### src/rtl/system_sysinfo_if.sv
// Avalon-MM slave bus for the system-information block.
// The master drives requests and the slave returns pipelined read data.
interface system_sysinfo_if #(
  parameter int unsigned ADDR_W = 3
);
  logic [ADDR_W-1:0] address;
  logic              read;
  logic              write;
  logic [3:0]        byteenable;
  logic [31:0]       writedata;
  logic [31:0]       readdata;
  logic              readdatavalid;

  modport master (
    output address, read, write, byteenable, writedata,
    input  readdata, readdatavalid
  );

  modport slave (
    input  address, read, write, byteenable, writedata,
    output readdata, readdatavalid
  );
endinterface

### src/rtl/system_sysinfo.sv
// System-information slave: ID, build timestamp, 64-bit cycle counter with a
// coherent high-word snapshot, seconds counter, scratch word and counter clear.
module system_sysinfo #(
  parameter logic [31:0] SYSTEM_ID    = 32'h0000_0000,
  parameter logic [31:0] TIMESTAMP    = 32'h0000_0000,
  parameter int unsigned ADDR_W       = 3,
  parameter int unsigned READ_LATENCY = 1,
  parameter int unsigned CLK_FREQ_HZ  = 50000000,
  parameter logic [31:0] SCRATCH_INIT = 32'h0000_0000
) (
  input  logic             clock,
  input  logic             reset_n,
  system_sysinfo_if.slave  bus
);

  localparam int unsigned PRESC_W = $clog2(CLK_FREQ_HZ);
  localparam logic [PRESC_W-1:0] PRESC_LOAD = PRESC_W'(CLK_FREQ_HZ - 1);

  logic [63:0]        cyc;
  logic [31:0]        snap_hi;
  logic [31:0]        seconds;
  logic [31:0]        scratch;
  logic [PRESC_W-1:0] presc_left;

  logic        addr_in_map;
  logic [2:0]  word;
  logic        rd_acc;
  logic        wr_acc;
  logic        clear;
  logic [31:0] rd_word;

  logic [31:0]             pipe_data [READ_LATENCY];
  logic [READ_LATENCY-1:0] pipe_vld;

  // Any set address bit above the eight-word map takes the request out of the map.
  assign addr_in_map = (bus.address >> 3) == '0;
  assign word        = bus.address[2:0];
  assign wr_acc      = bus.write && addr_in_map;
  assign rd_acc      = bus.read && !bus.write;
  assign clear       = wr_acc && (word == 3'd6) && bus.byteenable[0] && bus.writedata[0];

  always_comb begin
    rd_word = '0;
    if (addr_in_map) begin
      case (word)
        3'd0:    rd_word = SYSTEM_ID;
        3'd1:    rd_word = TIMESTAMP;
        3'd2:    rd_word = cyc[31:0];
        3'd3:    rd_word = snap_hi;
        3'd4:    rd_word = seconds;
        3'd5:    rd_word = scratch;
        default: rd_word = '0;
      endcase
    end
  end

  // Prescaler is a down-counter: cycles left until the next seconds tick.
  always_ff @(posedge clock or negedge reset_n) begin
    if (!reset_n) begin
      cyc        <= '0;
      snap_hi    <= '0;
      seconds    <= '0;
      presc_left <= PRESC_LOAD;
    end else if (clear) begin
      cyc        <= '0;
      snap_hi    <= '0;
      seconds    <= '0;
      presc_left <= PRESC_LOAD;
    end else begin
      cyc <= cyc + 64'd1;
      if (presc_left == '0) begin
        presc_left <= PRESC_LOAD;
        seconds    <= seconds + 32'd1;
      end else begin
        presc_left <= presc_left - 1'b1;
      end
      if (rd_acc && addr_in_map && (word == 3'd2)) snap_hi <= cyc[63:32];
    end
  end

  always_ff @(posedge clock or negedge reset_n) begin
    if (!reset_n) begin
      scratch <= SCRATCH_INIT;
    end else if (wr_acc && (word == 3'd5)) begin
      for (int b = 0; b < 4; b++) begin
        if (bus.byteenable[b]) scratch[8*b +: 8] <= bus.writedata[8*b +: 8];
      end
    end
  end

  // Data stages carry zero when empty so readdata is 0 outside readdatavalid.
  always_ff @(posedge clock or negedge reset_n) begin
    if (!reset_n) begin
      pipe_vld <= '0;
      for (int i = 0; i < int'(READ_LATENCY); i++) pipe_data[i] <= '0;
    end else begin
      pipe_vld[0]  <= rd_acc;
      pipe_data[0] <= rd_acc ? rd_word : '0;
      for (int i = 1; i < int'(READ_LATENCY); i++) begin
        pipe_vld[i]  <= pipe_vld[i-1];
        pipe_data[i] <= pipe_data[i-1];
      end
    end
  end

  assign bus.readdata      = pipe_data[READ_LATENCY-1];
  assign bus.readdatavalid = pipe_vld[READ_LATENCY-1];

endmodule

### src/flat_wrapper.sv
// flat-port wrapper written by rule: the top's interface ports become plain ports
module system_sysinfo_flat 
#(
  parameter logic [31:0] SYSTEM_ID    = 32'h0000_0000,
  parameter logic [31:0] TIMESTAMP    = 32'h0000_0000,
  parameter int unsigned ADDR_W       = 3,
  parameter int unsigned READ_LATENCY = 1,
  parameter int unsigned CLK_FREQ_HZ  = 50000000,
  parameter logic [31:0] SCRATCH_INIT = 32'h0000_0000
)
  (clock, reset_n, bus_address, bus_read, bus_write, bus_byteenable, bus_writedata, bus_readdata, bus_readdatavalid);
  system_sysinfo_if #(.ADDR_W(ADDR_W)) bus_i ();
  input  logic clock;
  input  logic reset_n;
  input wire logic [$bits(bus_i.address)-1:0] bus_address;
  input wire logic [$bits(bus_i.read)-1:0] bus_read;
  input wire logic [$bits(bus_i.write)-1:0] bus_write;
  input wire logic [$bits(bus_i.byteenable)-1:0] bus_byteenable;
  input wire logic [$bits(bus_i.writedata)-1:0] bus_writedata;
  output wire logic [$bits(bus_i.readdata)-1:0] bus_readdata;
  output wire logic [$bits(bus_i.readdatavalid)-1:0] bus_readdatavalid;
  assign bus_i.address = bus_address;
  assign bus_i.read = bus_read;
  assign bus_i.write = bus_write;
  assign bus_i.byteenable = bus_byteenable;
  assign bus_i.writedata = bus_writedata;
  assign bus_readdata = bus_i.readdata;
  assign bus_readdatavalid = bus_i.readdatavalid;
  system_sysinfo #(.SYSTEM_ID(SYSTEM_ID), .TIMESTAMP(TIMESTAMP), .ADDR_W(ADDR_W), .READ_LATENCY(READ_LATENCY), .CLK_FREQ_HZ(CLK_FREQ_HZ), .SCRATCH_INIT(SCRATCH_INIT)) u_core (.clock(clock), .reset_n(reset_n), .bus(bus_i));
endmodule
### config.mk
export PLATFORM = sky130hd
export DESIGN_NAME = system_sysinfo_flat
export DESIGN_NICKNAME = d
export VERILOG_FILES = /design/src/rtl/system_sysinfo_if.sv /design/src/rtl/system_sysinfo.sv /design/src/flat_wrapper.sv
export SDC_FILE = /design/constraint.sdc
export NUM_CORES = 1
export LEC_CHECK = 0
export BUFFER_PORTS_ARGS = -buffer_cell sky130_fd_sc_hd__buf_2
export CAP_MARGIN = 20
export CORE_MARGIN = 2
export CORE_UTILIZATION = 60
export DETAILED_ROUTE_END_ITERATION = 10
export PLACE_DENSITY = 0.8
export SLEW_MARGIN = 20
export SYNTH_ARGS = -nofsm -noshare
export SYNTH_HDL_FRONTEND = slang
export SYNTH_SLANG_ARGS = --single-unit
### constraint.sdc
create_clock -name clock -period 3 [get_ports clock]
set_input_delay 0.3 -clock clock [delete_from_list [all_inputs] [get_ports clock]]
set_output_delay 0.3 -clock clock [all_outputs]
set_load 0.02 [all_outputs]
* Yosys cells after proc, flatten, opt, wreduce, memory -nomap -nowiden
Index checks and enable logic that the tools add are counted.
** Word-level totals
- Flip-flop bits (word level) :: 219
- Word-level logic and storage cells :: 41
- Output and inout port bits :: 33
- Input bits :: 43
** Operators by class
- Mux-type cells :: 9
- Reduce and logical (&&, ||, !) cells :: 14
- Add/subtract/negate cells :: 3
- Eq/ne operators :: 5
** Operators with widths (count)
- $mux W32 :: 5
- $pmux W32 S4 :: 1
- $add A64 B1 Y64 const B :: 1
- $mux W64 :: 1
- $mux W26 :: 2
- $add A32 B1 Y32 const B :: 1
- $logic_not A26 Y1 :: 1
- $sub A26 B1 Y26 const B :: 1
- $eq A3 B3 Y1 const B :: 3
- $reduce_and A2 Y1 :: 4
- $eq A3 B2 Y1 const B :: 2
- $logic_and A1 B1 Y1 :: 6
- $reduce_bool A2 Y1 :: 2
- $logic_not A1 Y1 :: 1

* Longest topological paths before layout
- Depth in word-level cells :: 5
- Mapped depth :: 8
- Gate-level depth less buffers :: 7

* Worst setup path after synthesis
Ideal clock, no wire load.
- Kind :: register -> register
- From :: register u_core.presc_left[16]
- To :: register u_core.seconds[22]
- Slack :: 0.562 ns
- Required time :: 2.922 ns
- Setup time :: 0.078 ns
- Cell stages (with the launch flop) :: 8
- Data arrival time :: 2.360 ns
- Buffers on the path :: 2
- Period minus slack after synthesis :: 2.438 ns
- Cell sequence :: dfrtp_1 > or4_4 > nand4bb_1 > buf_2 > or4_4 > buf_6 > or3_1 > a21oi_1
** Between the ends
- Cells in the longest elaborated chain, start to end :: 2
** RTL lines
- start, declared :: RTL line system_sysinfo.sv:23 : logic [PRESC_W-1:0] presc_left;
- start signal, assigned :: RTL line system_sysinfo.sv:75 : presc_left <= presc_left - 1'b1;
- $logic_not A26 Y1 :: RTL line system_sysinfo.sv:71 : if (presc_left == '0) begin
- $reduce_bool A2 Y1 (no line)
- end signal, assigned :: RTL line system_sysinfo.sv:73 : seconds <= seconds + 32'd1;
- end, declared :: RTL line system_sysinfo.sv:21 : logic [31:0] seconds;
No other way between the ends.
A chain may end at the register's enable or synchronous reset.

* Final worst setup path
- From :: register u_core.presc_left[0]
- To :: register u_core.seconds[31]
Same word-level chain as after synthesis.

==> out/metrics.cfg <==
[global_routing]
grt_pass1_wl_mm=42.0
gr-total-overflow=0
grt_pass1_vias=8088
track_usage_pct=29.1
grt_max_degree=90
antenna_found_initial=0

[route]
drt_iter0_markers=846
vias=8216
avgRoutedWirePerCell_um=19.6
detail-route-antenna-nets=0
vias_per_cell=6.40
drc=0
wirelength_mm=25.1
drt_pass1_iterations=5

[synth]
synth_fp_nets=1022
syn_inst=976
synth_xor_area_share_pct=5.01
synth_area_um2=10100
avgSynthCellArea_um2=10.4
muxShareOfSynthArea_pct=3.66
yosysSeqAreaShare_pct=54.3
yosysWarnings=0
synth-edff-count=0
synth_ff_type=dfrtp_1
synth_top_family_by_area=simple AND/OR/NAND/NOR gates
ys_ff_latch=219
synthSimpleGateAreaFrac_pct=18.6
async_flop_share_pct=100
synth_fa_ha_area_share_pct=0.371
synth_compound_area_share_pct=15.4
yosysUniqueCellTypes=45

[layout]
final_util_pct=70.4
area_growth_pct=14.8
num_antenna_cells=0
fillers=1211
drive_above_1_share_pct=19.1
final_nets=1093
mostFrequentLayoutCells=dfrtp_1 (201), a21oi_1 (87), buf_2 (74), nand2_1 (67), nor2_1 (66)
final_cells=1284
layout_commonest_cell=dfrtp_1

[floorplanning]
core_um2=16500
die_x_um=134
start_util_pct=61.3
ios=76
dieHeight_um=134
die_area_um2=17900
fp-row-count=47

[critical_path]
setup.worst_path.start_class=register
cp-end-kind=register
critPathRequiredTime_ns=3.44
worstPathArrival_ns=3.11
path_max_fanout=15
r2r_cells=7
path_class=reg -> reg

[pwr]
leakagePower_nw=4.77
p_switching_w=0.00251
power_density_nw_per_um2=743
combPwrFrac_pct=13.8
switching_share_pct=29.0
peakVddDrop_v=0.000531
p_int_w=0.00614
power_frac_seq_pct=50.4
power_frac_clock_pct=35.7

[place]
port_buffers=75
dp_cells=1241
hpwl_mm=16.7
place.gp.congestion=0.853

[sta]
rsz0062_at_grt=no
setup_tns_ns=0
slew_violations=0
layout_min_cycle_time_ns=2.66
whs_ns=0.0107
fmax_mhz=376
finClkSkew_ns=0.0251
final-setup-viol-count=0
relSlewSlack_pct=43.2
hold_viol=0
timing_worst_slew_pin_value_ns=0.851
min_period_over_period_pct=88.7

[hold_path]
hp-class=in -> reg
min_path_cells=2

[clock_tree]
cts_buffers=23
clockRootBuffer=clkbuf_16
htreeDepth=1
cts_buffer_depth=3
tritoncts=done
postCtsHoldBufs=1
cts_num_sinks=219
post_cts_buffers=0
clock_latency_ns=0.52
clk_pin_slew_ns=0.06
ctsResizeCount=0

[flow_run]
drv_cap=0

[status]
status=finished, final reports clean

critical path, cell delays in order, from the launching register on:
cell	delay (ns)
dfstp_2	0.38
inv_1	0.05
ha_1	0.21
nor4b_2	0.38
and3_1	0.31
nand4_1	0.48
or4_1	0.64
a21oi_1	0.15
registers in the layout, indices dropped and copies added (netlist names):
signal                    count
u_core.snap_hi               32
u_core.presc_left            26
u_core.seconds               32
u_core.cyc                   64
u_core.bus.readdatavalid      1
u_core.bus.readdata          32
u_core.scratch               32
area by class of cell:
class / count / area [µm²] / area share (%)
clock inverters: 7 / 141 / 1.22
clock buffers: 35 / 691 / 5.94
well taps: 220 / 275 / 2.37
multi-input cells: 687 / 4370 / 37.6
repair buffers: 100 / 588 / 5.06
flip-flops and latches: 219 / 5500 / 47.3
inverters: 16 / 60.1 / 0.516
per-stage QoR:
| stage | instance area (µm²) | power [W] | worst slack (ns) |
|---|---|---|---|
| floorplan | 10100 | 0.00503 | 0.562 |
| CTS | 11600 | 0.00865 | 0.397 |
| finish | 11600 | 0.00864 | 0.338 |
| detailed placement | 10800 | 0.00555 | 0.402 |
| global route | 11600 | 0.00905 | 0.0614 |
| global placement | 10800 | 0.00547 | 0.478 |
worst paths after layout:
check                                                    start                             end  slack (ns)
min in group asynchronous                              reset_n  u_core.seconds[22]$_DFFE_PN0P_        0.38
worst max-delay path            u_core.presc_left[0]$_DFF_PN1_  u_core.seconds[31]$_DFFE_PN0P_        0.34
worst max register to register  u_core.presc_left[0]$_DFF_PN1_  u_core.seconds[31]$_DFFE_PN0P_        0.34
max in group asynchronous                              reset_n        u_core.cyc[55]$_DFF_PN0_        1.73
worst min-delay path                         bus_writedata[17]  u_core.scratch[17]$_DFFE_PN0P_        0.01
worst min register to register  u_core.presc_left[0]$_DFF_PN1_  u_core.presc_left[0]$_DFF_PN1_        0.46
Yosys cell counts (all sizes together), types with 2 or more instances:
library cell / instances / area share, %
dfrtp: 201 / 50
a21oi: 87 / 4.3
nor2: 68 / 2.5
nand2: 67 / 2.5
a22oi: 64 / 4.7
clkbuf: 52 / 1.9
xnor2: 43 / 3.7
o21ai: 39 / 1.9
or3: 39 / 2.4
nand3: 38 / 1.9
a22o: 32 / 2.8
mux2: 32 / 3.6
nand4: 31 / 1.9
nor4: 23 / 1.5
or4: 20 / 1.6
dfstp: 18 / 4.7
nor3: 17 / 0.89
inv: 16 / 0.59
o31ai: 16 / 1.2
xor2: 15 / 1.3
and3: 13 / 0.80
and4: 10 / 0.86
or2: 6 / 0.37
and2: 4 / 0.25
nor3b: 4 / 0.30
o21a: 4 / 0.30
ha: 3 / 0.37
nor4b: 3 / 0.32
buf: 2 / 0.16
power by group through the flow:
stage               sequential (W)  clock, W  combinational, W
finish                     0.00436   0.00309           0.00120
global route               0.00444   0.00324           0.00137
CTS                        0.00433   0.00311           0.00121
detailed placement         0.00436         0           0.00119
global placement           0.00434         0           0.00113
floorplan                  0.00414         0          0.000892
per-layer routing:
layer / wire [µm] / GRT usage (%)
met1: 11000 / 42.5
met2: 11700 / 45.3
met3: 1570 / 3.97
met4: 860 / 10.0
met5: 0 / 0
cell families (layout without fill, tap and decap cells):
group                      count (synthesis)  after routing
and+or+nand+nor                          349            349
muxes                                     33             33
AOI/OAI and AO/OA                        244            244
DFF                                      219            219
adders and majority gates                  3              3
buffers and inverters                     70            158
xor gates and xnor gates                  58             58
(Power assumes the default switching activity.)
